==> src/rtl/vga_char_feeder.sv <==
// CPU-to-VGA display feeder: queues character/control writes in a FIFO and replays
// them onto the vga write port with a programmable gap. Optional macro VGA_FEEDER_UPCASE_EN.
module vga_char_feeder #(
   parameter int FIFO_DEPTH = 16,
   parameter int GAP_CYCLES = 4
) (
   input  logic       clk25,
   input  logic       rst,
   input  logic       enable,
   input  logic       cpu_we,
   input  logic       cpu_addr,
   input  logic [7:0] cpu_din,
   output logic       dsp_busy,
   output logic       dsp_empty,
   output logic       address,
   output logic       w_en,
   output logic [7:0] din,
   output logic       overflow,
   output logic       dbg_state_o
);

   localparam int PW = $clog2(FIFO_DEPTH);
   localparam int CW = PW + 1;
   localparam int GW = $clog2(GAP_CYCLES + 1);

   typedef enum logic {S_IDLE = 1'b0, S_GAP = 1'b1} state_t;

   // Handshake: cpu_we is a one-cycle strobe accepted whenever the FIFO is not full;
   // w_en is a one-cycle strobe the vga side must take unconditionally.

   state_t          state_q, state_d;
   logic [GW-1:0]   gap_q, gap_d;
   logic [PW-1:0]   wr_ptr_q, wr_ptr_d;
   logic [PW-1:0]   rd_ptr_q, rd_ptr_d;
   logic [CW-1:0]   count_q, count_d;
   logic [8:0]      mem_q [FIFO_DEPTH];
   logic            addr_q, addr_d;
   logic [7:0]      din_q, din_d;
   logic            w_en_q, w_en_d;
   logic            busy_q, empty_q, overflow_q;
   logic            full, fifo_empty, push, pop;
   logic [6:0]      char7;
   logic [8:0]      push_entry;

   assign full       = (count_q == CW'(FIFO_DEPTH));
   assign fifo_empty = (count_q == '0);
   assign push       = cpu_we && !full;

   always_comb begin
      char7 = cpu_din[6:0];
`ifdef VGA_FEEDER_UPCASE_EN
      if (char7 >= 7'h61 && char7 <= 7'h7A) char7 = char7 - 7'h20;
`endif
      push_entry = cpu_addr ? {1'b1, cpu_din} : {2'b00, char7};
   end

   always_comb begin
      state_d = state_q;
      gap_d   = gap_q;
      pop     = 1'b0;
      w_en_d  = 1'b0;
      addr_d  = addr_q;
      din_d   = din_q;
      if (enable) begin
         case (state_q)
            S_IDLE: begin
               if (!fifo_empty) begin
                  pop             = 1'b1;
                  {addr_d, din_d} = mem_q[rd_ptr_q];
                  w_en_d          = 1'b1;
                  gap_d           = GW'(GAP_CYCLES);
                  state_d         = S_GAP;
               end
            end
            S_GAP: begin
               if (gap_q <= GW'(1)) begin
                  gap_d   = '0;
                  state_d = S_IDLE;
               end else begin
                  gap_d = gap_q - GW'(1);
               end
            end
            default: state_d = S_IDLE;
         endcase
      end
   end

   always_comb begin
      wr_ptr_d = push ? wr_ptr_q + PW'(1) : wr_ptr_q;
      rd_ptr_d = pop  ? rd_ptr_q + PW'(1) : rd_ptr_q;
      case ({push, pop})
         2'b10:   count_d = count_q + CW'(1);
         2'b01:   count_d = count_q - CW'(1);
         default: count_d = count_q;
      endcase
   end

   always_ff @(posedge clk25) begin
      if (push) mem_q[wr_ptr_q] <= push_entry;
   end

   always_ff @(posedge clk25) begin
      if (rst) begin
         state_q    <= S_IDLE;
         gap_q      <= '0;
         wr_ptr_q   <= '0;
         rd_ptr_q   <= '0;
         count_q    <= '0;
         addr_q     <= 1'b0;
         din_q      <= 8'h00;
         w_en_q     <= 1'b0;
         busy_q     <= 1'b0;
         empty_q    <= 1'b1;
         overflow_q <= 1'b0;
      end else begin
         state_q    <= state_d;
         gap_q      <= gap_d;
         wr_ptr_q   <= wr_ptr_d;
         rd_ptr_q   <= rd_ptr_d;
         count_q    <= count_d;
         addr_q     <= addr_d;
         din_q      <= din_d;
         w_en_q     <= w_en_d;
         busy_q     <= (count_d == CW'(FIFO_DEPTH));
         empty_q    <= (count_d == '0) && (state_d == S_IDLE);
         overflow_q <= overflow_q | (cpu_we && full);
      end
   end

   assign dsp_busy    = busy_q;
   assign dsp_empty   = empty_q;
   assign address     = addr_q;
   assign din         = din_q;
   assign w_en        = w_en_q;
   assign overflow    = overflow_q;
   assign dbg_state_o = (state_q == S_GAP);

endmodule

==> config.mk <==
export PLATFORM = sky130hd
export DESIGN_NAME = vga_char_feeder
export DESIGN_NICKNAME = d
export VERILOG_FILES = /design/src/rtl/vga_char_feeder.sv
export SDC_FILE = /design/constraint.sdc
export NUM_CORES = 1
export LEC_CHECK = 0
export ABC_AREA = 1
export BUFFER_PORTS_ARGS = -buffer_cell sky130_fd_sc_hd__clkbuf_2
export CORE_ASPECT_RATIO = 1.1
export CORE_MARGIN = 8
export CORE_UTILIZATION = 50
export CTS_CLUSTER_DIAMETER = 200
export DETAILED_ROUTE_END_ITERATION = 6
export PLACE_DENSITY = 0.67
export REMOVE_ABC_BUFFERS = 1
export SLEW_MARGIN = 0
export SYNTH_ARGS = -nofsm -noshare
export SYNTH_HDL_FRONTEND = slang
export SYNTH_SLANG_ARGS = --single-unit
==> constraint.sdc <==
create_clock -name clk25 -period 6.24 [get_ports clk25]
set_clock_uncertainty 0.1 [all_clocks]
set_input_delay 0 -clock clk25 [delete_from_list [all_inputs] [get_ports clk25]]
set_output_delay 0 -clock clk25 [all_outputs]
set_load 0.05 [all_outputs]
==> impl_results.md, run 1 <==
- Metal-1 WL: about 6900 um
- Diode count: 0
- GRT Residual Overflow: 0
- Yosys reg bits: roughly 170
- Top cell type's share of synthesized area: 0.5994
- Final non-filler cell total: about 900
- Via density: about 5.6
- CP endpoint kind: flip-flop
- Drt wl/cell: approximately 18 um
- Slew Viols, Final: 0
- Htree depth: 4
- Dominant cells by area after synthesis: edfxtp_1, dfxtp_1, nor2_1, o21ai_0, o211ai_1
- Post-route setup slack: ~3.4 ns
- Initial core utilization: 0.5054
- Flop2flop setup slack: around 3.4 ns
- Mean Syn Cell Area: around 11 um^2
- Critical Path Source Type: flip-flop
- Crit path DAT: between 3 and 4 ns
- Setup repair bufs after CTS: 0
- Clock Sinks: approximately 170
- CTS Buffer Depth: 2
- CORE AREA: about 14000 um^2
- Slew headroom: 0.2513
- HP Start: cpu_din[7]
- Final instance area: a little over 8000 um^2
- Worst Max-Slew Pin Slew: approximately 1.1 ns
- Pre-antenna DRT Iters: 5
- RR Endpoint: dsp_empty$_SDFF_PP1_
- Part of the cycle the worst path needs: 0.4629
- Final Hold Vio Count: 0
- HP Class: in -> reg
- Post-route ant nets: 0
- Die area: 18530 um^2
- Max_cap viols: 0
- Tot GR Track Use: 0.1821
- Post-synth cell types: 28
- DP Area: roughly 7400 um^2
- Via count: approximately 4900
- Power Dens Cells: 428.5 nW/um^2
- DR WL met3: ~1000 um
- Pleak: around 0.0029 uW
- Met2 WL: about 8100 um
- Post-Route WL: between 15000 and 20000 um
- Synth area leader: edfxtp_1
- Sequential area share after synthesis: 0.6826
- DRT iter0 DRCs: approximately 560
- Mapped Area: 7214 um^2
- Reg2Reg Depth: 18
- Setup repair after global routing missed its margin: false
- DRC viols: 0
- CP Max Fanout: 23
- Setup TNS: 0 ns
- Hold Path Stages: 3
- Worst skew pair latency: between 0.4 and 0.5 ns
- First-pass GRT wire length: between 20000 and 30000 um
- CTS buffer count: 17
- Clock root cell: clkbuf_16
- Share of post-route cells with drive strength above 1: 0.1212
- TritonCTS clock tree: yes
- IO Pins: 27
- Hpwl dp: roughly 10000 um
- Run status: finished, final reports clean
- Pre-CTS worst setup slack: approximately 3.4 ns
- Req. time, crit path: 6.51 ns
- VDD IR-drop max: about 190 uV
- Worst-path clk slew: around 0.07 ns
- Area grow syn2layout: 12.59%
- Yosys Warn Count: 0
- Mapped Cells: about 640
- # setup viols final: 0
- GPL Wtd Cong: 0.8162
- Final nets: approximately 690
- Number of global-route vias before repair: about 4700
- Die W: roughly 130 um
- Critical path type: reg -> reg
- Initial antenna violation count: 0
- Uppermost layer routed: met4
- Die Ht: around 140 um
- Port Buffers: 26
- Placed Cells: between 800 and 900
- Post-route core utilization: 0.5691
- Site Rows: 46
- Minimum clock period: 2.888 ns
- Worst R2R Start: count_q[0]$_SDFF_PP0_
- Max Clock Freq: roughly 0.35 GHz
- Largest net degree at the start of global routing: 75
- Min-Delay Endpoint: mem_q[12][7]$_DFFE_PP_
## layout make-up
class	count	area, um^2
clock buffers	17	425.4
clock inverters	15	145.1
fillers	1178	6151
inverters	44	165.2
multi-input cells	393	1937
flip-flops and latches	174	4927
well taps	192	240.2
repair buffers	42	282.8
## report_power, final
group          switching [uW]  internal (uW)
logic                     750            304
clock network             488            531
registers                60.3           1350
## routing by layer
layer	up-vias	global-route usage
met5	-	0
met3	22	0.03673
met2	186	0.3014
met4	0	0.06655
li1	2320	-
met1	2366	0.2308
## registers in the layout, summed over array words and instances, names as in the netlist
name,count
address,1
count_q,5
dbg_state_o,1
din,8
dsp_busy,1
dsp_empty,1
gap_q,3
mem_q,144
overflow,1
rd_ptr_q,4
w_en,1
wr_ptr_q,4
## cell usage after synthesis
| cell type | instances |
|---|---|
| nand2_1 | 48 |
| clkbuf_1 | 9 |
| nand3_1 | 37 |
| o21ai_1 | 34 |
| nor3_1 | 3 |
| buf_6 | 4 |
| nor2_1 | 144 |
| edfxtp_1 | 144 |
| nand2_2 | 6 |
| dfxtp_1 | 30 |
| o211ai_1 | 27 |
| buf_2 | 12 |
| xor2_1 | 1 |
| xnor2_1 | 1 |
| inv_2 | 7 |
| a21oi_1 | 11 |
| o21ai_0 | 51 |
| nand2_4 | 1 |
| nand3b_1 | 2 |
| nand4_1 | 3 |
| buf_1 | 1 |
| ha_1 | 9 |
| nor2_2 | 5 |
| clkinv_1 | 1 |
| o221ai_1 | 9 |
| nand3_2 | 1 |
| buf_4 | 6 |
| inv_1 | 36 |
## worst max-delay path, cell delays in order (launching register included)
cell and delay [ns]:
dfxtp_1 0.42, inv_1 0.08, nand4_1 0.09, nand2_1 0.07, inv_2 0.07, nand2_4 0.06
inv_2 0.30, ha_1 0.38, inv_2 0.09, nand2_1 0.09, nand2_2 0.06, ha_1 0.27
o21ai_0 0.21, nand2_1 0.11, nor2_2 0.13, nand3_2 0.09, nand2_1 0.06, inv_1 0.05
nor2_2 0.08
## timing repair
action / CTS / global route
endpoints found under the hold margin: 134 / 0
hold buffers: 13 / 0
resized for setup: 0 / 0
## kinds of logic after synthesis
kind of cell | Yosys count | synth area share
flops | 174 | 0.6826
compound gates | 132 | 0.1056
simple gates | 250 | 0.1448
buf+inv | 76 | 0.04891
xor+xnor | 2 | 0.002428
fa+ha+maj | 9 | 0.01561
## how the worst max path moves through the flow
| stage | slack [ns] | start | cells after the start | end |
|---|---|---|---|---|
| CTS | 3.39 | count_q[0]$_SDFF_PP0_ | 18 | dsp_empty$_SDFF_PP1_ |
| detailed placement | 3.41 | count_q[0]$_SDFF_PP0_ | 18 | dsp_empty$_SDFF_PP1_ |
| global route | 3.09 | count_q[2]$_SDFF_PP0_ | 22 | dsp_empty$_SDFF_PP1_ |
| finish | 3.35 | count_q[0]$_SDFF_PP0_ | 18 | dsp_empty$_SDFF_PP1_ |
| global placement | 3.54 | count_q[2]$_SDFF_PP0_ | 18 | dsp_empty$_SDFF_PP1_ |
| floorplan | 3.26 | rd_ptr_q[0]$_SDFFE_PP0P_ | 7 | din[0]$_SDFFE_PP0P_ |
## stage by stage
| step | hold WS, ns | power, uW |
|---|---|---|
| 2_1_floorplan | -0.03093 | 2176 |
| 3_3_place_gp | 0.1749 | 2431 |
| 3_5_place_dp | 0.1789 | 2475 |
| 4_1_cts | 0.07829 | 3486 |
| 5_1_grt | 0.09701 | 3663 |
| 6_report | 0.1154 | 3480 |
## placed cells by master, fill, tap and decap left out, types with 17 or more instances in the layout
master     instances
clkbuf_2          26
edfxtp_1         144
o211ai_1          27
clkbuf_16         17
inv_1             36
nor2_1           144
o21ai_1           34
o21ai_0           51
nand2_1           48
dfxtp_1           28
nand3_1           37
No activity file was read; power rests on OpenSTA's default activity.
==> inputs of run 2 (changes only) <==
==> constraint.sdc (replaced) <==
create_clock -name clk25 -period 3 [get_ports clk25]
set_clock_uncertainty 0.1 [all_clocks]
set_input_delay 0 -clock clk25 [delete_from_list [all_inputs] [get_ports clk25]]
set_output_delay 0 -clock clk25 [all_outputs]
set_load 0.05 [all_outputs]
==> run 2 against run 1 <==
First-iteration DRC count decreased by 23%. Sequential share of layout area decreased by 1.3 points. Maximum frequency increased by 8.8%. Die area unchanged. Cell area increased by 2.3%. Critical path type unchanged. Largest power group unchanged.
==> impl_results.md, run 2 (synthesized netlist as in run 1, its figures left out) <==
- Commonest cells after routing, fill and taps aside: nor2_1, edfxtp_1, o21ai_0
- Number of global-route vias before repair: 4742 (+1.6%)
- Flop2flop setup slack: 0.34 ns (-3.01 ns)
- DRT iter0 DRCs: 430 (-23%)
- Crit path DAT: 2.92 ns (-0.24 ns)
- Clock root cell: clkbuf_16
- Slew Viols, Final: 0 (unchanged)
- Drt wl/cell: 18.17 um (-1.7%)
- Critical path type: reg -> reg
- RR Endpoint: dsp_empty$_SDFF_PP1_
- GRT Residual Overflow: 0 (unchanged)
- Setup repair after global routing missed its margin: false
- Hpwl dp: 10340 um (+4.0%)
- Setup TNS: 0 ns (unchanged)
- CTS Buffer Depth: 2 (unchanged)
- # setup viols final: 0 (unchanged)
- Worst Max-Slew Pin Slew: 0.7853 ns (-0.3361 ns)
- Pleak: 0.003069 uW (+4.4%)
- Max Clock Freq: 0.3766 GHz (+8.8%)
- TritonCTS clock tree: yes
- Via count: 4967 (+1.5%)
- Area grow syn2layout: 15.14%
- WHS: 0.07473 ns (-0.04062 ns)
- Initial core utilization: 0.5054 (unchanged)
- Tot GR Track Use: 0.1853 (+0.003212)
- Site Rows: 46 (unchanged)
- Reg2Reg Depth: 15 (-3)
- CORE AREA: 14270 um^2 (unchanged)
- Min-Delay Endpoint: mem_q[14][7]$_DFFE_PP_
- Htree depth: 4 (unchanged)
- Req. time, crit path: 3.26 ns (-3.25 ns)
- Initial antenna violation count: 0 (unchanged)
- Die W: 130.5 um (unchanged)
- Part of the cycle the worst path needs: 0.8851 (+0.4222)
- First-pass GRT wire length: 25630 um (+2.1%)
- Die area: 18530 um^2 (unchanged)
- Post-route ant nets: 0 (unchanged)
- Worst-path clk slew: 0.06 ns (about the same)
- Post-CTS Resized: 0 (unchanged)
- Diode count: 0 (unchanged)
- IO Pins: 27 (unchanged)
- Max_cap viols: 0 (unchanged)
- Post-Route WL: 16330 um (+0.80%)
- Final Hold Vio Count: 0 (unchanged)
- Via density: 5.525 (-0.99%)
- CTS buffer count: 17 (unchanged)
- CP Max Fanout: 6 (-74%)
- Die Ht: 142.0 um (unchanged)
- HP Class: in -> reg
- Run status: finished, final reports clean
- Minimum clock period: 2.655 ns (-0.2332 ns)
- Hold Path Stages: 3 (unchanged)
- Largest net degree at the start of global routing: 75 (unchanged)
- Final nets: 717 (+3.3%)
- VDD IR-drop max: 411.5 uV (+120%)
- Slew headroom: 0.4764 (+0.2251)
- Port Buffers: 26 (unchanged)
- Pre-antenna DRT Iters: 5 (unchanged)
- CP endpoint kind: flip-flop
- Clock Sinks: 174 (unchanged)
- Worst skew pair latency: 0.42 ns (about the same)
- Worst R2R Start: count_q[2]$_SDFF_PP0_
- Critical Path Source Type: flip-flop
- Share of post-route cells with drive strength above 1: 0.1457 (+0.02452)
- DRC viols: 0 (unchanged)
- Max reg flops: 144 (unchanged)
- Power Dens Cells: 878.2 nW/um^2 (+100%)
- GPL Wtd Cong: 0.8908 (+9.1%)
- Reg with most FFs: mem_q
- HP Start: cpu_din[7]
run 2: how the worst max path moves through the flow:
stage / from / to / slack (ns) / cells after the start
3_3_place_gp: count_q[2]$_SDFF_PP0_ / dsp_empty$_SDFF_PP1_ / 0.60 / 15
3_5_place_dp: count_q[2]$_SDFF_PP0_ / dsp_empty$_SDFF_PP1_ / 0.41 / 15
2_1_floorplan: rd_ptr_q[0]$_SDFFE_PP0P_ / din[0]$_SDFFE_PP0P_ / 0.02 / 7
4_1_cts: count_q[2]$_SDFF_PP0_ / dsp_empty$_SDFF_PP1_ / 0.39 / 15
5_1_grt: count_q[2]$_SDFF_PP0_ / dsp_empty$_SDFF_PP1_ / 0.06 / 15
6_report: count_q[2]$_SDFF_PP0_ / dsp_empty$_SDFF_PP1_ / 0.34 / 15
run 2: layout make-up:
cell class              instances  area, um^2
multi-input cells             393        1937
well taps                     192       240.2
flip-flops and latches        174        4927
clock buffers                  18       429.2
repair buffers                 65       480.5
fillers                      1194        5967
clock inverters                13       127.6
inverters                      44       165.2
run 2: per-stage QoR:
stage / worst slack (ns) / std cells / cell area, um^2 / util / total power (uW)
finish: 0.3448 / 899 / 8307 / 0.5820 / 7295
global route: 0.06100 / 899 / 8307 / 0.5820 / 7687
CTS: 0.3906 / 899 / 8307 / 0.5820 / 7319
detailed placement: 0.4083 / 855 / 7620 / 0.5338 / 5245
global placement: 0.6033 / 855 / 7620 / 0.5338 / 5165
floorplan: 0.01615 / 611 / 7027 / - / 4525
run 2: critical path, stage by stage (launching register included):
cell and delay (ns):
dfxtp_1 0.36, nor2_2 0.13, nand4_1 0.12, nand2_1 0.22
ha_1 0.36, inv_2 0.09, nand2_1 0.10, nand2_2 0.06
ha_1 0.26, o21ai_0 0.26, nand2_1 0.11, nor2_2 0.13
nand3_2 0.09, nand2_1 0.06, inv_1 0.05, nor2_2 0.08
run 2: per-layer routing:
metal  GRT usage  up-vias  part of all wire  wire [um]
li1            -     2358                 -          -
met1      0.2444     2402              0.43       6963
met2      0.2981      186              0.49       8024
met3     0.03748       21             0.066       1085
met4     0.06292        0             0.016        258
met5           0        -                 0          0
run 2: report_power, final:
part	switching, uW	total [uW]	internal [uW]
Combinational	1540	2250	715
Clock	918	2070	1160
Sequential	166	2970	2800
Total	2620	7300	4670
run 2: timing repair:
action | in CTS | in global routing
hold buffers | 13 | 0
setup buffers | 0 | 0
endpoints found under the hold margin | 134 | 0
==> inputs of run 3 (changes only) <==
==> constraint.sdc (replaced) <==
create_clock -name clk25 -period 2.45 [get_ports clk25]
set_clock_uncertainty 0.1 [all_clocks]
set_input_delay 0 -clock clk25 [delete_from_list [all_inputs] [get_ports clk25]]
set_output_delay 0 -clock clk25 [all_outputs]
set_load 0.05 [all_outputs]
==> run 3 against run 2 <==
Combinational power up 26%. Via count up 0.44%. Wire length down 0.28%. Clock power up 26%. Highest routed layer unchanged. Critical path depth up 6. Largest cell class unchanged. Global-route usage down 0.21 points. Sequential share of layout area down 0.38 points.
==> impl_results.md, run 3 (synthesized netlist as in run 1, its figures left out) <==
- Slew headroom: 0.6346 (+0.1582)
- CTS Buffer Depth: 2 (unchanged)
- IO Pins: 27 (unchanged)
- CP Max Fanout: 4 (-2)
- First-pass GRT wire length: 25410 um (-0.84%)
- DRT iter0 DRCs: 483 (+12%)
- Pre-antenna DRT Iters: 5 (unchanged)
- Reg with most FFs: mem_q
- Post-route ant nets: 0 (unchanged)
- Critical path type: reg -> reg
- Minimum clock period: 2.278 ns (-0.3774 ns)
- CP Cell Sequence: nor2_4 > nand4_1 > nand2_1 > inv_2 > nand2_4 > inv_2 > ha_4 > nand2_1 > nand2_2 > ha_1 > inv_1 > nand2_2 > inv_1 > nand2_1 > nand3_2 > nand2_1 > nor2_2 > nand3_2 > nand2_1 > inv_1 > nor2_2
- Hold Path Stages: 3 (unchanged)
- VDD IR-drop max: 576.0 uV (+40%)
- Req. time, crit path: 2.71 ns (-0.55 ns)
- Critical Path Source Type: flip-flop
- Reg2Reg Depth: 21 (+6)
- Area grow syn2layout: 16.15%
- Largest net degree at the start of global routing: 75 (unchanged)
- Number of global-route vias before repair: 4785 (+0.91%)
- CP endpoint kind: flip-flop
- CP max-delay cell: dfxtp_4
- Clock Sinks: 174 (unchanged)
- TritonCTS clock tree: yes
- Share of post-route cells with drive strength above 1: 0.1620 (+0.01629)
- CP dominant cell by count: nand2_1
- DP Area: 7612 um^2 (about the same)
- Die W: 130.5 um (unchanged)
- Worst-path clk slew: 0.07 ns (about the same)
- GRT Residual Overflow: 0 (unchanged)
- Port Buffers: 26 (unchanged)
- Die area: 18530 um^2 (unchanged)
- Die Ht: 142.0 um (unchanged)
- # setup viols final: 0 (unchanged)
- Max Clock Freq: 0.4390 GHz (+17%)
- Slew Viols, Final: 0 (unchanged)
- Max reg flops: 144 (unchanged)
- Post-route setup slack: 0.1721 ns (-0.1726 ns)
- Pre-CTS worst setup slack: 0.01898 ns (-0.3894 ns)
- CORE AREA: 14270 um^2 (unchanged)
- Commonest cells after routing, fill and taps aside: nor2_1, edfxtp_1, o21ai_0
- Largest stage delay, worst path: 0.36 ns (about the same)
- Worst skew pair latency: 0.42 ns (about the same)
- Hpwl dp: 10110 um (-2.3%)
- Via count: 4989 (+0.44%)
- Max_cap viols: 0 (unchanged)
- CTS buffer count: 17 (unchanged)
- Final instance area: 8379 um^2 (+0.87%)
- Final nets: 719 (+0.28%)
- Clock root cell: clkbuf_16
- Setup TNS: 0 ns (unchanged)
- Post-Route WL: 16290 um (-0.28%)
- Part of the cycle the worst path needs: 0.9297 (+0.04467)
- Initial antenna violation count: 0 (unchanged)
- DRC viols: 0 (unchanged)
- Tot GR Track Use: 0.1833 (-0.002055)
- Htree depth: 4 (unchanged)
- Fill count: 1169 (-2.1%)
- Pleak: 0.003097 uW (+0.92%)
- HP Class: in -> reg
- Worst Max-Slew Pin Slew: 0.5475 ns (-0.2379 ns)
- Post-route core utilization: 0.5870 (+0.005084)
- Crit path DAT: 2.54 ns (-0.38 ns)
- Diode count: 0 (unchanged)
- Via density: 5.531 (+0.11%)
- Run status: finished, final reports clean
- Site Rows: 46 (unchanged)
- Power Dens Cells: 1077 nW/um^2 (+23%)
- Drt wl/cell: 18.06 um (-0.61%)
- Final Hold Vio Count: 0 (unchanged)
- Initial core utilization: 0.5054 (unchanged)
- GPL Wtd Cong: 0.8677 (-2.6%)
## run 3: cell count changes in the layout (fill, tap and decap cells not counted), sizes merged
cell / previous run / this run
buf: 26 / 28
clkinv: 6 / 5
inv: 49 / 51
## run 3: final timing paths
check,startpoint,endpoint,slack (ns)
min,cpu_din[7],mem_q[4][7]$_DFFE_PP_,0.11
max reg2reg,count_q[2]$_SDFF_PP0_,dsp_empty$_SDFF_PP1_,0.17
max,count_q[2]$_SDFF_PP0_,dsp_empty$_SDFF_PP1_,0.17
min reg2reg,gap_q[2]$_SDFFE_PP0P_,gap_q[2]$_SDFFE_PP0P_,0.41
## run 3: layout make-up
cell class | count | area, um^2 | share of cell area
Clock inverter | 14 | 148.9 | 0.01777
Timing Repair Buffer | 67 | 495.5 | 0.05913
Multi-Input combinational cell | 393 | 1962 | 0.2341
Sequential cell | 174 | 4938 | 0.5894
Clock buffer | 18 | 429.2 | 0.05122
Inverter | 44 | 165.2 | 0.01971
Tap cell | 192 | 240.2 | 0.02867
## run 3: routing by layer
| metal | GRT usage | part of all wire | vias up | routed length, um |
|---|---|---|---|---|
| li1 | - | - | 2356 | - |
| met4 | 0.07320 | 0.025 | 0 | 405 |
| met3 | 0.03711 | 0.055 | 28 | 891 |
| met2 | 0.3131 | 0.51 | 171 | 8374 |
| met1 | 0.2210 | 0.41 | 2434 | 6615 |
| met5 | 0 | 0 | - | 0 |
## run 3: where the power goes
group | switching [uW] | leakage, uW | internal [uW]
clock | 1170 | 0.000282 | 1440
sequential | 133 | 0.00155 | 3440
combinational | 1950 | 0.00126 | 889
## run 3: timing repair
item                                   4_1_cts  5_1_grt
hold buffers                                13        0
buffers inserted                             0        3
setup endpoints to repair                    0        3
resized for setup                            0       13
endpoints found under the hold margin      143        0
## run 3: critical path, delay by kind of cell, from the launching register on
kind / cells / cell delay, ns
and+or+nand+nor: 14 / 1.11
adders and majority gates: 2 / 0.35
DFF: 1 / 0.36
buffers and inverters: 5 / 0.27
## run 3: per-stage QoR
| stage | power, uW | hold WS, ns | instances |
|---|---|---|---|
| 5_1_grt | 9520 | 0.1488 | 902 |
| 2_1_floorplan | 5541 | -0.03093 | 611 |
| 3_3_place_gp | 6285 | 0.1582 | 854 |
| 4_1_cts | 8993 | 0.1127 | 899 |
| 3_5_place_dp | 6387 | 0.1725 | 854 |
| 6_report | 9021 | 0.1061 | 902 |
